File: src/rtl/hamming13_encoder.sv
// Streaming (13,8) block encoder with optional single-bit error injection and a
// 2-entry output FIFO. Check bits match the downstream syndrome decoder; d7 is uncovered.
module hamming13_encoder (
  input  logic        clk,
  input  logic        rst,
  input  logic        in_valid,
  output logic        in_ready,
  input  logic [7:0]  d,
  input  logic        inj_en,
  input  logic [3:0]  inj_pos,
  output logic        out_valid,
  input  logic        out_ready,
  output logic [12:0] cx,
  output logic [7:0]  word_count,
  output logic [7:0]  inj_count
);

  function automatic logic [12:0] encode(input logic [7:0] w);
    logic [4:0] chk;
    chk[0] = w[0] ^ w[1] ^ w[2] ^ w[4] ^ w[5] ^ w[6];
    chk[1] = w[0] ^ w[1] ^ w[6];
    chk[2] = w[4] ^ w[6];
    chk[3] = w[2] ^ w[3] ^ w[4];
    chk[4] = w[0];
    return {chk, w};
  endfunction

  logic [12:0] mem [2];
  logic        wr_ptr;
  logic        rd_ptr;
  logic [1:0]  occ;

  logic        push;
  logic        pop;
  logic        inj_hit;
  logic [12:0] flip_mask;
  logic [12:0] push_word;

  // in_ready depends only on occupancy, so there is no path from out_ready.
  assign in_ready  = (occ != 2'd2);
  assign out_valid = (occ != 2'd0);
  assign cx        = mem[rd_ptr];

  assign push = in_valid && in_ready;
  assign pop  = out_valid && out_ready;

  // Positions 13..15 fall outside the codeword and leave it clean.
  assign inj_hit   = inj_en && (inj_pos <= 4'd12);
  assign flip_mask = inj_hit ? (13'd1 << inj_pos) : 13'd0;
  assign push_word = encode(d) ^ flip_mask;

  always_ff @(posedge clk) begin
    if (rst) begin
      // NOTE: the storage is reset too, because cx must read 0 straight out of reset.
      mem[0]     <= '0;
      mem[1]     <= '0;
      wr_ptr     <= 1'b0;
      rd_ptr     <= 1'b0;
      occ        <= 2'd0;
      word_count <= 8'd0;
      inj_count  <= 8'd0;
    end else begin
      if (push) begin
        mem[wr_ptr] <= push_word;
        wr_ptr      <= ~wr_ptr;
        word_count  <= word_count + 8'd1;
        if (inj_hit) inj_count <= inj_count + 8'd1;
      end
      if (pop) rd_ptr <= ~rd_ptr;
      case ({push, pop})
        2'b10:   occ <= occ + 2'd1;
        2'b01:   occ <= occ - 2'd1;
        default: occ <= occ;
      endcase
    end
  end

endmodule

File: config.mk
export PLATFORM = sky130hd
export DESIGN_NAME = hamming13_encoder
export DESIGN_NICKNAME = d
export VERILOG_FILES = /design/src/rtl/hamming13_encoder.sv
export SDC_FILE = /design/constraint.sdc
export NUM_CORES = 1
export LEC_CHECK = 0
export CORE_MARGIN = 5
export CORE_UTILIZATION = 50
export CTS_BUF_LIST = sky130_fd_sc_hd__clkbuf_8
export CTS_CLUSTER_SIZE = 25
export DETAILED_ROUTE_END_ITERATION = 8
export PLACE_DENSITY = 0.82
export SLEW_MARGIN = 20
export SYNTH_ARGS = -nofsm -noshare
export SYNTH_HDL_FRONTEND = slang
export SYNTH_SLANG_ARGS = --single-unit
File: constraint.sdc
create_clock -name clk -period 3.7 [get_ports clk]
set_input_delay 0.74 -clock clk [delete_from_list [all_inputs] [get_ports clk]]
set_output_delay 0.74 -clock clk [all_outputs]
set_load 0.01 [all_outputs]
-- Word-level counts from Yosys, hierarchy flattened
Memories as Yosys holds them, arrays and structs flattened. A register that Yosys moved wholly into a read port is not among the register bits.
Cells that the tools add are included.
- flip-flop bits (word level): 20
- RAM bits: 26
- input port bits: 17
- word-level logic and storage cells: 46
- memories kept: 1
- add/sub/neg operators: 4
- magnitude comparators: 1
- equality and inequality tests: 3
- shifts and indexed selects: 1
- multiplexer cells: 12
- bitwise logic cells: 12
- reduce and logical (&&, ||, !) cells: 7
- memory list (memory ; depth ; width ; rd ports ; clocked after memory_dff ; wr ports ; line ; source):
    mem ; 2 ; 13 ; 1 ; 1 ; 2 ; 28 ; logic [12:0] mem [2];
- operators with widths (cell ; number):
    $mux W13 ; 2
    $add A8 B1 Y8 const B ; 2
    $reduce_or A13 Y1 ; 1
    $shl A1 B4 Y13 const A ; 1
    $xor A13 B13 Y13 ; 1
    $mux W1 ; 9
    $xor A1 B1 Y1 ; 9
    $le A4 B4 Y1 const B ; 1
    $pmux W2 S2 ; 1
    $reduce_bool A2 Y1 ; 2
    $logic_and A1 B1 Y1 ; 3
    $add A2 B1 Y2 const B ; 1
    $eq A2 B1 Y1 const B ; 1
    $eq A2 B2 Y1 const B ; 1
    $ne A2 B2 Y1 const B ; 1
    $not A1 Y1 ; 2
    $reduce_and A2 Y1 ; 1
    $sub A2 B1 Y2 const B ; 1

-- Depth between registers and ports, before layout
- depth in word-level cells: 7
- gate-level depth with buffers: 7

-- Worst setup path after synthesis
OpenSTA, ideal clock, no wires.
- path type: input to register
- start: in inj_pos[0]
- end: reg inj_count[5]
- setup time: 0.071 ns
- arrival time: 2.083 ns
- required time: 3.629 ns
- slack: 1.547 ns
- stages: 5
- path buffers: 1
- cells stage by stage: o211a_1 -> or3_1 -> buf_6 -> or4_1 -> a21oi_1
- cells in the longest elaborated chain, start to end: 3
- ends and longest elaborated chain (element ; line ; source):
    start: declaration ; 10 ; input logic [3:0] inj_pos,
    $le A4 B4 Y1 ; 48 ; assign inj_hit = inj_en && (inj_pos <= 4'd12);
    $logic_and A1 B1 Y1 ; 48 ;
    $reduce_and A2 Y1 (no source line) ; - ;
    end signal: assignment ; 67 ; if (inj_hit) inj_count <= inj_count + 8'd1;
    end: declaration ; 15 ; output logic [7:0] inj_count
No other way between the ends.
A chain may end at the register's enable or synchronous reset.

==> results.md <==
- Total setup violations reported at the end of the flow: 0
- Unrepaired setup endpoints after global routing: false
- Port Buffer Count: 47
- Area share of the largest cell type after synthesis: 0.338
- Register clock-pin slew on the reported worst setup and hold paths: 80 ps
- Sink count of the clock tree: 47
- Final worst clock skew: 3.68 ps
- Number of setup buffers added after CTS: 0
- H-tree depth: 2
- Mean post-synth cell area: 10.7 um^2
- Detailed Route Iter0 Violations: 90
- Vias per cell: 5.35
- Pin count of the biggest net entering global routing: 25
- Maximum fanout along the worst path: 13
- Leading area contributor after synthesis: sky130_fd_sc_hd__edfxtp_1
- Library cell with the highest instance count after synthesis: sky130_fd_sc_hd__nor2_1
- Hold buffers post-CTS: 0
- Number of search-and-repair iterations in the first detailed-routing pass: 4
- Category of the worst setup path launch point: flop
- Overflow left after global routing: 0
- Number of filler cells placed in the layout: 362
- IR Drop Worst-Case VDD: 0.000220 V
- Starting utilization of the core area: 0.523
- Worst slew margin: 0.567
- Worst-skew pair later-pin latency: 300 ps
- Post-DP HPWL: 3310 um
- Ranking of synthesized cells by instance count: sky130_fd_sc_hd__nor2_1, sky130_fd_sc_hd__edfxtp_1, sky130_fd_sc_hd__dfxtp_1
- Horizontal extent of the die: 77.9 um
- Post-Place Cells: 310
- Final antenna-violating net count: 0
- TritonCTS clock tree: built
- TNS Setup: 0 ps
- Data arrival at the endpoint of the critical path: 1910 ps
- Max Cap Viol: 0
- Worst hold path type: reg -> reg
- P_leak: 0.00106 uW
- Area fraction in compound gates after synthesis: 0.0293
- Final worst path period need: 2650 ps
- Kind of end point of the critical path: primary output
- Count of instances resized after the clock tree is built: 0
- Number of hold-slack violations in the final timing report: 0
- Core area: 0.00441 mm^2
- Via count of the first global-routing pass: 1688
- Number of CTS-inserted buffers: 5
- Gate Count Post-Synth: 215
- Post-synth net total: 235
- Synth Area in Simple Gates: 0.214
- Combinational family with the most area after synthesis: simple AND/OR/NAND/NOR gates
- Global-route wire length before repair: 7850 um
- Core Rows: 24
- Share of flip-flops with an asynchronous set or reset: 0
- Top area cells in the synthesized netlist: sky130_fd_sc_hd__edfxtp_1, sky130_fd_sc_hd__dfxtp_1, sky130_fd_sc_hd__nor2_1
- Power density of the placed cells: 501 mW/mm^2
- Primary flip-flop cell chosen by synthesis mapping: sky130_fd_sc_hd__edfxtp_1
- Largest buffer count on any clock path: 2
- Antenna violations before repair: 0
- Average wire per cell in the routed design: 14.7 um
- XOR/XNOR share of the synthesized area: 0.135
- Data required time of the critical path: 2960 ps
- Diodes inserted: 0
- Proportion of layout cells with a drive suffix above 1: 0.0940
- NumNets Final: 285
- Top achievable clock speed: 0.377 GHz
- Number of synthesized register bits: 47
- Io pins: 48
- Post-route insts no fill: 318
- Total standard cell area after synthesis: 0.00231 mm^2
- Total Routing Usage GR: 0.160
- Number of max-slew violations in the final report: 0
- Period utilization: 0.716
- YS warnings: 0
- Routed wire length: 4670 um
- Number of DRC violations after detailed routing: 0
- Result of the run: finished, final reports clean
- Critical path class: reg -> out
- Cell at the root of the clock tree: sky130_fd_sc_hd__clkbuf_8
- Sequential cell area fraction in the yosys report: 0.521
- Area growth syn-to-layout: 26.2%
- DIE HEIGHT: 77.9 um
- Final core utilization: 0.660
- Share of synthesized cell area in full adder, half adder and majority cells: 0.0163
- Number of enable-type register cells in the synthesized netlist: 26
- Portion of netlist area occupied by mux cells: 0.0678
- Gp weighted congestion: 0.869
- Overall die area: 0.00607 mm^2
- Total via count after detailed routing: 1700
- Distinct cell type count after synthesis: 37
- Slew at the pin with the worst max-slew slack: 650 ps
[report_power, final]
part | total, uW | switching [uW] | internal, uW | leakage [uW]
combinational | 476 | 206 | 270 | 0.000566
clock | 290 | 163 | 127 | 0.0000505
sequential | 693 | 57.8 | 635 | 0.000446
total | 1460 | 427 | 1030 | 0.00106
[routing by layer]
metal / part of all wire / routed length, um / vias to the layer above / GRT usage
li1: - / - / 854 / -
met1: 0.46 / 2150 / 783 / 0.208
met2: 0.46 / 2130 / 56 / 0.249
met3: 0.071 / 331 / 7 / 0.0382
met4: 0.012 / 56 / 0 / 0.0760
met5: 0 / 0 / - / 0
[worst paths after layout]
path         depth (start not counted)         start      endpoint  slack (ps)
max                                  2          flop        cx[10]        1050
min                                  2  inj_count[5]  inj_count[5]         500
max reg2reg                          5        occ[0]     mem[1][2]        1790
min reg2reg                          2  inj_count[5]  inj_count[5]         500
[sequential cells by signal, summed over array words and instances, names as in the netlist, named ones only]
| register | count |
|---|---|
| inj_count | 8 |
| rd_ptr | 1 |
| wr_ptr | 1 |
| mem | 26 |
| word_count | 8 |
| occ | 2 |
[layout make-up]
class                   count  area (um^2)  share of cell area
inverters                   1         3.75             0.00129
clock inverters             3         12.5             0.00430
repair buffers             50          493               0.169
clock buffers               5         68.8              0.0236
multi-input cells         160         1070               0.367
well taps                  52         65.1              0.0223
flip-flops and latches     47         1200               0.413
[cells by family (layout without fill, tap and decap cells)]
logic type,Yosys count,count (layout)
AND/OR/NAND/NOR,98,98
flip-flops,47,47
XOR/XNOR,34,34
multiplexers,14,14
AO/OA/AOI/OAI,11,11
buffers and inverters,8,59
adder cells (fa/ha/maj),3,3
[through the flow]
step                      worst slack (ps)  cell area (um^2)  power [uW]  hold slack, ps
after floorplan                       1550              2310         969             461
after global placement                 925              2830        1170             474
after detailed placement               850              2830        1190             483
after CTS                             1000              2910        1480             500
after global routing                   958              2910        1550             518
final                                 1050              2910        1460             499
[critical path: stages, from the launching register on]
cell and delay, ps:
sky130_fd_sc_hd__dfxtp_1 710, sky130_fd_sc_hd__mux2_2 420, sky130_fd_sc_hd__clkdlybuf4s50_1 480
[placed cells by master (no fill, tap or decap), types with 4 or more instances in the layout]
master                            instances
sky130_fd_sc_hd__edfxtp_1                26
sky130_fd_sc_hd__clkdlybuf4s50_1         47
sky130_fd_sc_hd__clkbuf_8                 5
sky130_fd_sc_hd__nand2_1                  8
sky130_fd_sc_hd__nand3_1                  7
sky130_fd_sc_hd__a21oi_1                  5
sky130_fd_sc_hd__mux2_2                  13
sky130_fd_sc_hd__nor2_1                  49
sky130_fd_sc_hd__nand4_1                  5
sky130_fd_sc_hd__or3_1                    4
sky130_fd_sc_hd__xnor2_1                 16
sky130_fd_sc_hd__xor2_1                  17
sky130_fd_sc_hd__dfxtp_1                 21
No activity file was read; power rests on OpenSTA's default activity.
